$ cat src/rtl/wallace_csa_pipe.sv
// Two-stage 16x16 unsigned partial-product generator with 3:2 carry-save reduction.
// Emits a redundant sum/carry row pair per product under a valid/ready handshake.
module wallace_csa_pipe #(
  parameter int WIDTH = 16
) (
  input  logic               clk,
  input  logic               rst,
  input  logic               in_valid,
  output logic               in_ready,
  input  logic [WIDTH-1:0]   a,
  input  logic [WIDTH-1:0]   b,
  output logic               out_valid,
  input  logic               out_ready,
  output logic [2*WIDTH-1:0] row_s,
  output logic [2*WIDTH-1:0] row_c
);

  localparam int PW = 2 * WIDTH;

  typedef logic [PW-1:0] row_t;

  function automatic row_t csa_sum(input row_t x, input row_t y, input row_t z);
    return x ^ y ^ z;
  endfunction

  // Carry row is pre-shifted so every row shares the same weight; the top carry drops out.
  function automatic row_t csa_car(input row_t x, input row_t y, input row_t z);
    return ((x & y) | (x & z) | (y & z)) << 1;
  endfunction

  logic s2_adv;
  logic s1_adv;
  logic in_fire;

  row_t pp [16];
  row_t l1 [11];
  row_t l2 [8];
  row_t l3 [6];
  row_t l4 [4];
  row_t m1 [3];
  row_t m2 [2];

  logic s1_valid_q, s1_valid_d;
  row_t s1_rows_q [4];
  row_t s1_rows_d [4];
  logic s2_valid_q, s2_valid_d;
  row_t s2_s_q, s2_s_d;
  row_t s2_c_q, s2_c_d;

  always_comb begin
    for (int i = 0; i < 16; i++) begin
      pp[i] = b[i] ? (row_t'(a) << i) : '0;
    end
  end

  // Stage 1 reduction: 16 -> 11 -> 8 -> 6 -> 4 rows.
  always_comb begin
    for (int g = 0; g < 5; g++) begin
      l1[2*g]   = csa_sum(pp[3*g], pp[3*g+1], pp[3*g+2]);
      l1[2*g+1] = csa_car(pp[3*g], pp[3*g+1], pp[3*g+2]);
    end
    l1[10] = pp[15];

    for (int g = 0; g < 3; g++) begin
      l2[2*g]   = csa_sum(l1[3*g], l1[3*g+1], l1[3*g+2]);
      l2[2*g+1] = csa_car(l1[3*g], l1[3*g+1], l1[3*g+2]);
    end
    l2[6] = l1[9];
    l2[7] = l1[10];

    for (int g = 0; g < 2; g++) begin
      l3[2*g]   = csa_sum(l2[3*g], l2[3*g+1], l2[3*g+2]);
      l3[2*g+1] = csa_car(l2[3*g], l2[3*g+1], l2[3*g+2]);
    end
    l3[4] = l2[6];
    l3[5] = l2[7];

    for (int g = 0; g < 2; g++) begin
      l4[2*g]   = csa_sum(l3[3*g], l3[3*g+1], l3[3*g+2]);
      l4[2*g+1] = csa_car(l3[3*g], l3[3*g+1], l3[3*g+2]);
    end
  end

  // Stage 2 reduction: 4 -> 3 -> 2 rows.
  always_comb begin
    m1[0] = csa_sum(s1_rows_q[0], s1_rows_q[1], s1_rows_q[2]);
    m1[1] = csa_car(s1_rows_q[0], s1_rows_q[1], s1_rows_q[2]);
    m1[2] = s1_rows_q[3];
    m2[0] = csa_sum(m1[0], m1[1], m1[2]);
    m2[1] = csa_car(m1[0], m1[1], m1[2]);
  end

  always_comb begin
    s2_adv  = !s2_valid_q || out_ready;
    s1_adv  = !s1_valid_q || s2_adv;
    in_fire = in_valid && s1_adv;
  end

  // Data registers only load on a real transfer, so idle (possibly X) operands never reach the rows.
  always_comb begin
    s1_valid_d = s1_valid_q;
    s1_rows_d  = s1_rows_q;
    s2_valid_d = s2_valid_q;
    s2_s_d     = s2_s_q;
    s2_c_d     = s2_c_q;
    if (s1_adv) begin
      s1_valid_d = in_valid;
      if (in_fire) begin
        s1_rows_d = l4;
      end
    end
    if (s2_adv) begin
      s2_valid_d = s1_valid_q;
      if (s1_valid_q) begin
        s2_s_d = m2[0];
        s2_c_d = m2[1];
      end
    end
  end

  always_ff @(posedge clk) begin
    if (rst) begin
      s1_valid_q <= 1'b0;
      for (int i = 0; i < 4; i++) begin
        s1_rows_q[i] <= '0;
      end
      s2_valid_q <= 1'b0;
      s2_s_q     <= '0;
      s2_c_q     <= '0;
    end else begin
      s1_valid_q <= s1_valid_d;
      for (int i = 0; i < 4; i++) begin
        s1_rows_q[i] <= s1_rows_d[i];
      end
      s2_valid_q <= s2_valid_d;
      s2_s_q     <= s2_s_d;
      s2_c_q     <= s2_c_d;
    end
  end

  assign in_ready  = s1_adv;
  assign out_valid = s2_valid_q;
  assign row_s     = s2_s_q;
  assign row_c     = s2_c_q;

endmodule
$ cat config.mk
export PLATFORM = sky130hd
export DESIGN_NAME = wallace_csa_pipe
export DESIGN_NICKNAME = d
export VERILOG_FILES = /design/src/rtl/wallace_csa_pipe.sv
export SDC_FILE = /design/constraint.sdc
export NUM_CORES = 1
export LEC_CHECK = 0
export CAP_MARGIN = 0
export CORE_ASPECT_RATIO = 0.5
export CORE_MARGIN = 3
export CORE_UTILIZATION = 55
export CTS_BUF_LIST = sky130_fd_sc_hd__clkbuf_4
export DETAILED_ROUTE_END_ITERATION = 12
export GPL_TIMING_DRIVEN = 0
export HOLD_SLACK_MARGIN = 0.08
export PLACE_DENSITY_LB_ADDON = 0.05
export SLEW_MARGIN = 20
export SYNTH_ARGS = -nofsm -noshare
export SYNTH_HDL_FRONTEND = slang
export SYNTH_SLANG_ARGS = --single-unit
$ cat constraint.sdc
create_clock -name clk -period 3.8 [get_ports clk]
set_input_delay 0.76 -clock clk [delete_from_list [all_inputs] [get_ports clk]]
set_output_delay 0.76 -clock clk [all_outputs]
set_load 0.05 [all_outputs]
# After elaboration in Yosys (flattened, before gate mapping)
# Cells that the tools add are included.
# op_classes
muxes	16
n_reduce_logical	7
bitwise_logic	98
# ops
cell	count
bitwise AND 31 bit	9
OR 31 bit	8
XOR 32 bit	3
XOR 32 x 31 -> 32 bit	2
bitwise AND 26 x 31 -> 31 bit	2
bitwise AND 28 x 30 -> 30 bit	2
OR 30 bit	2
bitwise AND 25 x 26 -> 26 bit	2
XOR 25 x 26 -> 26 bit	2
bitwise AND 22 x 25 -> 25 bit	2
OR 25 bit	2
bitwise AND 22 x 24 -> 24 bit	2
bitwise AND 19 x 21 -> 21 bit	2
OR 21 bit	2
XOR 31 x 32 -> 32 bit	1
bitwise AND 25 x 31 -> 31 bit	1
bitwise AND 30 x 31 -> 31 bit	1
2-to-1 mux 31 bit	1
OR 26 x 31 -> 31 bit	1
OR 30 x 31 -> 31 bit	1
XOR 26 x 31 -> 31 bit	1
XOR 30 x 31 -> 31 bit	1
bitwise AND 26 x 30 -> 30 bit	1
bitwise AND 27 x 30 -> 30 bit	1
66 further kinds	69
# word_totals
ff_bits	190
inputBits	36
elab_cells	129

# Logic depth before layout (Yosys ltp)
# Gate-level depths: netlist (run 1).
# logic_depth
word_depth	13
mapped_depth	11
depth_no_buf	10

# Worst setup path before layout (run 1)
# OpenSTA, ideal clock, no wires.
# synth_path
path_kind	in2reg
start	in a[10]
end	reg s1_rows_q[114] (netlist name)
path_buffers	1
cell_stages	11
t_required_ns	3.730
setup_slack_ns	0.271
t_arrival_ns	3.459
setup_ns	0.070
cell_sequence	clkbuf_1 -> nand2_1 -> fa_1 -> inv_1 -> fa_1 -> inv_1 -> fa_1 -> inv_1 -> fa_1 -> nand3_1 -> a21oi_1
# synth_rtl
element	line	rtl
start: declaration	10	input logic [WIDTH-1:0] a,
end signal: indexed assignment	133	s1_rows_q[i] <= s1_rows_d[i];
end: declaration	44	row_t s1_rows_q [4];

==> results.py, run 1 <==
metrics = {
    "finish": {
        "area_delta_synth_final_pct": 14.10,
        "drive_gt1_frac": 0.07059,
        "multiInputGateArea_sq_um": 7979,
        "nets": 1722,
        "stdcell_count": 1739,
        "regArea_sq_um": 2903,
        "fill_cells": 1830,
    },
    "placement": {
        "place_ws_ns": -1.006,
        "gp_congestion": 0.9586,
        "portBuffers": 91,
        "dp.cells": 1706,
        "dpl.hpwl_um": 30180,
    },
    "sta": {
        "fin_ws_ns": 0.05167,
        "timing.final.hold_violations": 0,
        "final-max-slew-violation-count": 0,
        "max_freq_mhz": 266.8,
        "timing.final.crit_share": 0.9864,
        "worst_pin_slew_ns": 0.6380,
        "rsz0062_at_grt": "no",
        "fin_crit_ns": 3.748,
        "max-slew-margin-rel": 0.5747,
        "skew_ns": 0.01234,
        "setup_violations": 0,
    },
    "synth": {
        "synth_area_per_cell_sq_um": 9.079,
        "syn_inst": 1316,
        "ys_seq_area_frac": 0.2430,
        "yosysWarnings": 0,
        "synth_top_area_share": 0.3351,
        "synthDistinctLibCells": 23,
        "synth_top_area_cell": "fa_1",
        "synth_seq_cells": 145,
        "syn-cell-area_sq_um": 11950,
        "netlist_top_cells_area": "fa_1 (34%), dfxtp_1 (24%), a21oi_1 (6.1%)",
    },
    "drt": {
        "drcViolationCount": 0,
        "via_per_inst": 5.650,
        "vias": 9825,
        "first_pass_iters": 7,
        "drtAntennaViolNets": 0,
        "wirelength_um": 36650,
        "drt-initial-drc-count": 902,
        "wire_per_inst_um": 21.08,
    },
    "clocking": {
        "h-tree-depth": 4,
        "clockRootBuffer": "clkbuf_4",
        "clock_latency_ns": 0.54,
        "cts_buffers": 17,
        "clock_sinks": 145,
        "cts_tree": "yes",
        "clk_pin_slew_ns": 0.11,
        "post_cts_buffers": 0,
        "cts.path.max_buffers": 2,
    },
    "hold_path": {
        "hold_path_class": "reg2reg",
    },
    "global_routing": {
        "grt_antenna_before_repair": 0,
        "gr-total-overflow": 0,
        "grt_first_pass_wirelength_um": 56370,
        "grt_usage": 0.3185,
        "grt_max_degree": 17,
        "grt_pass1_vias": 9600,
    },
    "worst_setup_path": {
        "slowest_delay_ns": 0.65,
        "crit_path_end_kind": "flop",
        "critical_path_required_ns": 4.28,
        "cp_common_cell": "fa_1",
        "critPathSlowestCell": "clkdlybuf4s50_1",
        "start_kind": "input pin",
        "crit_path_cell_trace": "clkdlybuf4s50_1 > buf_2 > and2_1 > fa_1 > inv_1 > fa_1 > fa_1 > inv_1 > fa_1 > nand3_1 > a21oi_1",
        "criticalPathCategory": "in2reg",
        "crit_fanout": 10,
        "arrival_ns": 4.22,
    },
    "floorplan": {
        "fp.dieH_um": 110.2,
        "ios": 102,
        "start_util": 0.5710,
        "rows": 37,
        "placeableCoreArea_sq_um": 20930,
        "die-area_sq_um": 23640,
        "die_w_um": 214.4,
    },
    "pwr": {
        "seqPwrFrac": 0.330,
        "combPwrFrac": 0.508,
        "p_int_mw": 3.304,
        "swShare": 0.4268,
        "irDropWorstVdd_v": 0.0001784,
        "p_leak_nw": 5.874,
        "powerDensity_nw_per_um2": 422.9,
        "switching_power_mw": 2.461,
        "p_clk_frac": 0.162,
    },
    "status": {
        "status": "finished, final reports clean",
    },
    "flow_run": {
        "cap_violations": 0,
    },
}
-- Yosys cell counts (all sizes together) --
cell	number
nand2b	1
and2	93
nand3	101
a21oi	145
a211oi	39
conb	1
inv	155
buf	48
fa	200
nand4	3
and2b	1
nor2	2
clkbuf	64
o21ai	104
and3b	1
dfxtp	145
nand2	160
ha	53
-- routing by layer --
layer,wire [um],GRT usage,vias to the layer above
li1,-,-,4450
met1,17130,0.4768,4875
met2,14640,0.4581,462
met3,4444,0.1054,38
met4,440,0.04931,0
met5,0,0,-
-- metrics by stage --
stage | total power, mW | util | instance area (sq um) | hold WS [ns] | TNS [ns]
floorplan | 3.609 | - | 11970 | 0.4554 | 0
global placement | 4.649 | 0.6332 | 13250 | 0.4664 | -39.90
detailed placement | 4.750 | 0.6332 | 13250 | 0.4714 | -43.35
CTS | 5.667 | 0.6485 | 13570 | 0.4863 | 0
global route | 6.133 | 0.6512 | 13630 | 0.5091 | 0
finish | 5.765 | 0.6515 | 13630 | 0.4848 | 0
-- power by group through the flow --
stage | combinational, mW | clock, mW | sequential, mW
after CTS | 2.84 | 0.933 | 1.89
after detailed placement | 2.82 | 0 | 1.93
final | 2.93 | 0.935 | 1.90
after global placement | 2.73 | 0 | 1.92
after floorplan | 1.57 | 0 | 2.04
after global routing | 3.21 | 1.00 | 1.92
-- what timing repair did --
item / 4_1_cts / 5_1_grt
setup endpoints to repair: 44 / 24
hold buffers: 0 / 0
gates resized for setup: 51 / 46
-- flip-flops by register name, indices dropped and copies added (netlist names) --
signal	cells
s1_rows_q	71
row_c	25
out_valid	1
row_s	31
m1	16
s1_valid_q	1
-- final timing paths --
kind	from	to	slack, ns	depth (start not counted)
worst max register to register	s1_rows_q[56]	row_s[25]	2.04	4
worst min-delay path	row_c[31]	row_c[31]	0.48	2
worst min register to register	row_c[31]	row_c[31]	0.48	2
worst max-delay path	b[3]	s1_rows_q[106]	0.05	11
-- cells by family (layout without fill, tap and decap cells) --
group	Yosys count	count (layout)	synth area share
compound gates	288	288	0.1288
fa+ha+maj	253	253	0.3906
buf+inv	267	389	0.09142
flops	145	145	0.2430
other cells	1	10	0.0003139
simple gates	362	362	0.1459
-- worst max-delay path, delay by kind of cell --
family                   cells  cell delay [ns]
AO/OA/AOI/OAI                1             0.16
buffers and inverters        4             1.14
adder cells (fa/ha/maj)      4             1.86
AND/OR/NAND/NOR              2             0.31
-- layout by cell type (no fill, tap or decap), types with 4 or more instances in the layout --
| cell | count |
|---|---|
| dlygate4sd2_1 | 7 |
| buf_1 | 10 |
| clkinv_2 | 4 |
| fa_1 | 200 |
| inv_1 | 153 |
| nand3_1 | 101 |
| conb_1 | 8 |
| buf_4 | 20 |
| clkbuf_1 | 33 |
| clkbuf_2 | 10 |
| o21ai_0 | 44 |
| buf_2 | 24 |
| and2_1 | 93 |
| ha_1 | 53 |
| clkbuf_4 | 36 |
| nand2_1 | 160 |
| dfxtp_1 | 145 |
| clkdlybuf4s50_1 | 67 |
| a21oi_1 | 145 |
| dlymetal6s2s_1 | 14 |
| a211oi_1 | 39 |
| o21ai_1 | 60 |
-- area by class of cell --
class | instances | share of cell area
Buffer | 112 | 0.04470
Timing Repair Buffer | 91 | 0.06838
Antenna cell | 2 | 0.0003671
Inverter | 155 | 0.04268
Tap cell | 292 | 0.02680
Clock buffer | 22 | 0.01212
Clock inverter | 9 | 0.006700
Sequential cell | 145 | 0.2129
Multi-Input combinational cell | 911 | 0.5853
No activity file was read; power rests on OpenSTA's default activity.
==> run 2: changes to the inputs <==
- SLEW_MARGIN: 20 -> unset
==> results of run 2 <==
Same layout as run 1: the final DEF is identical, and so are final timing and power.
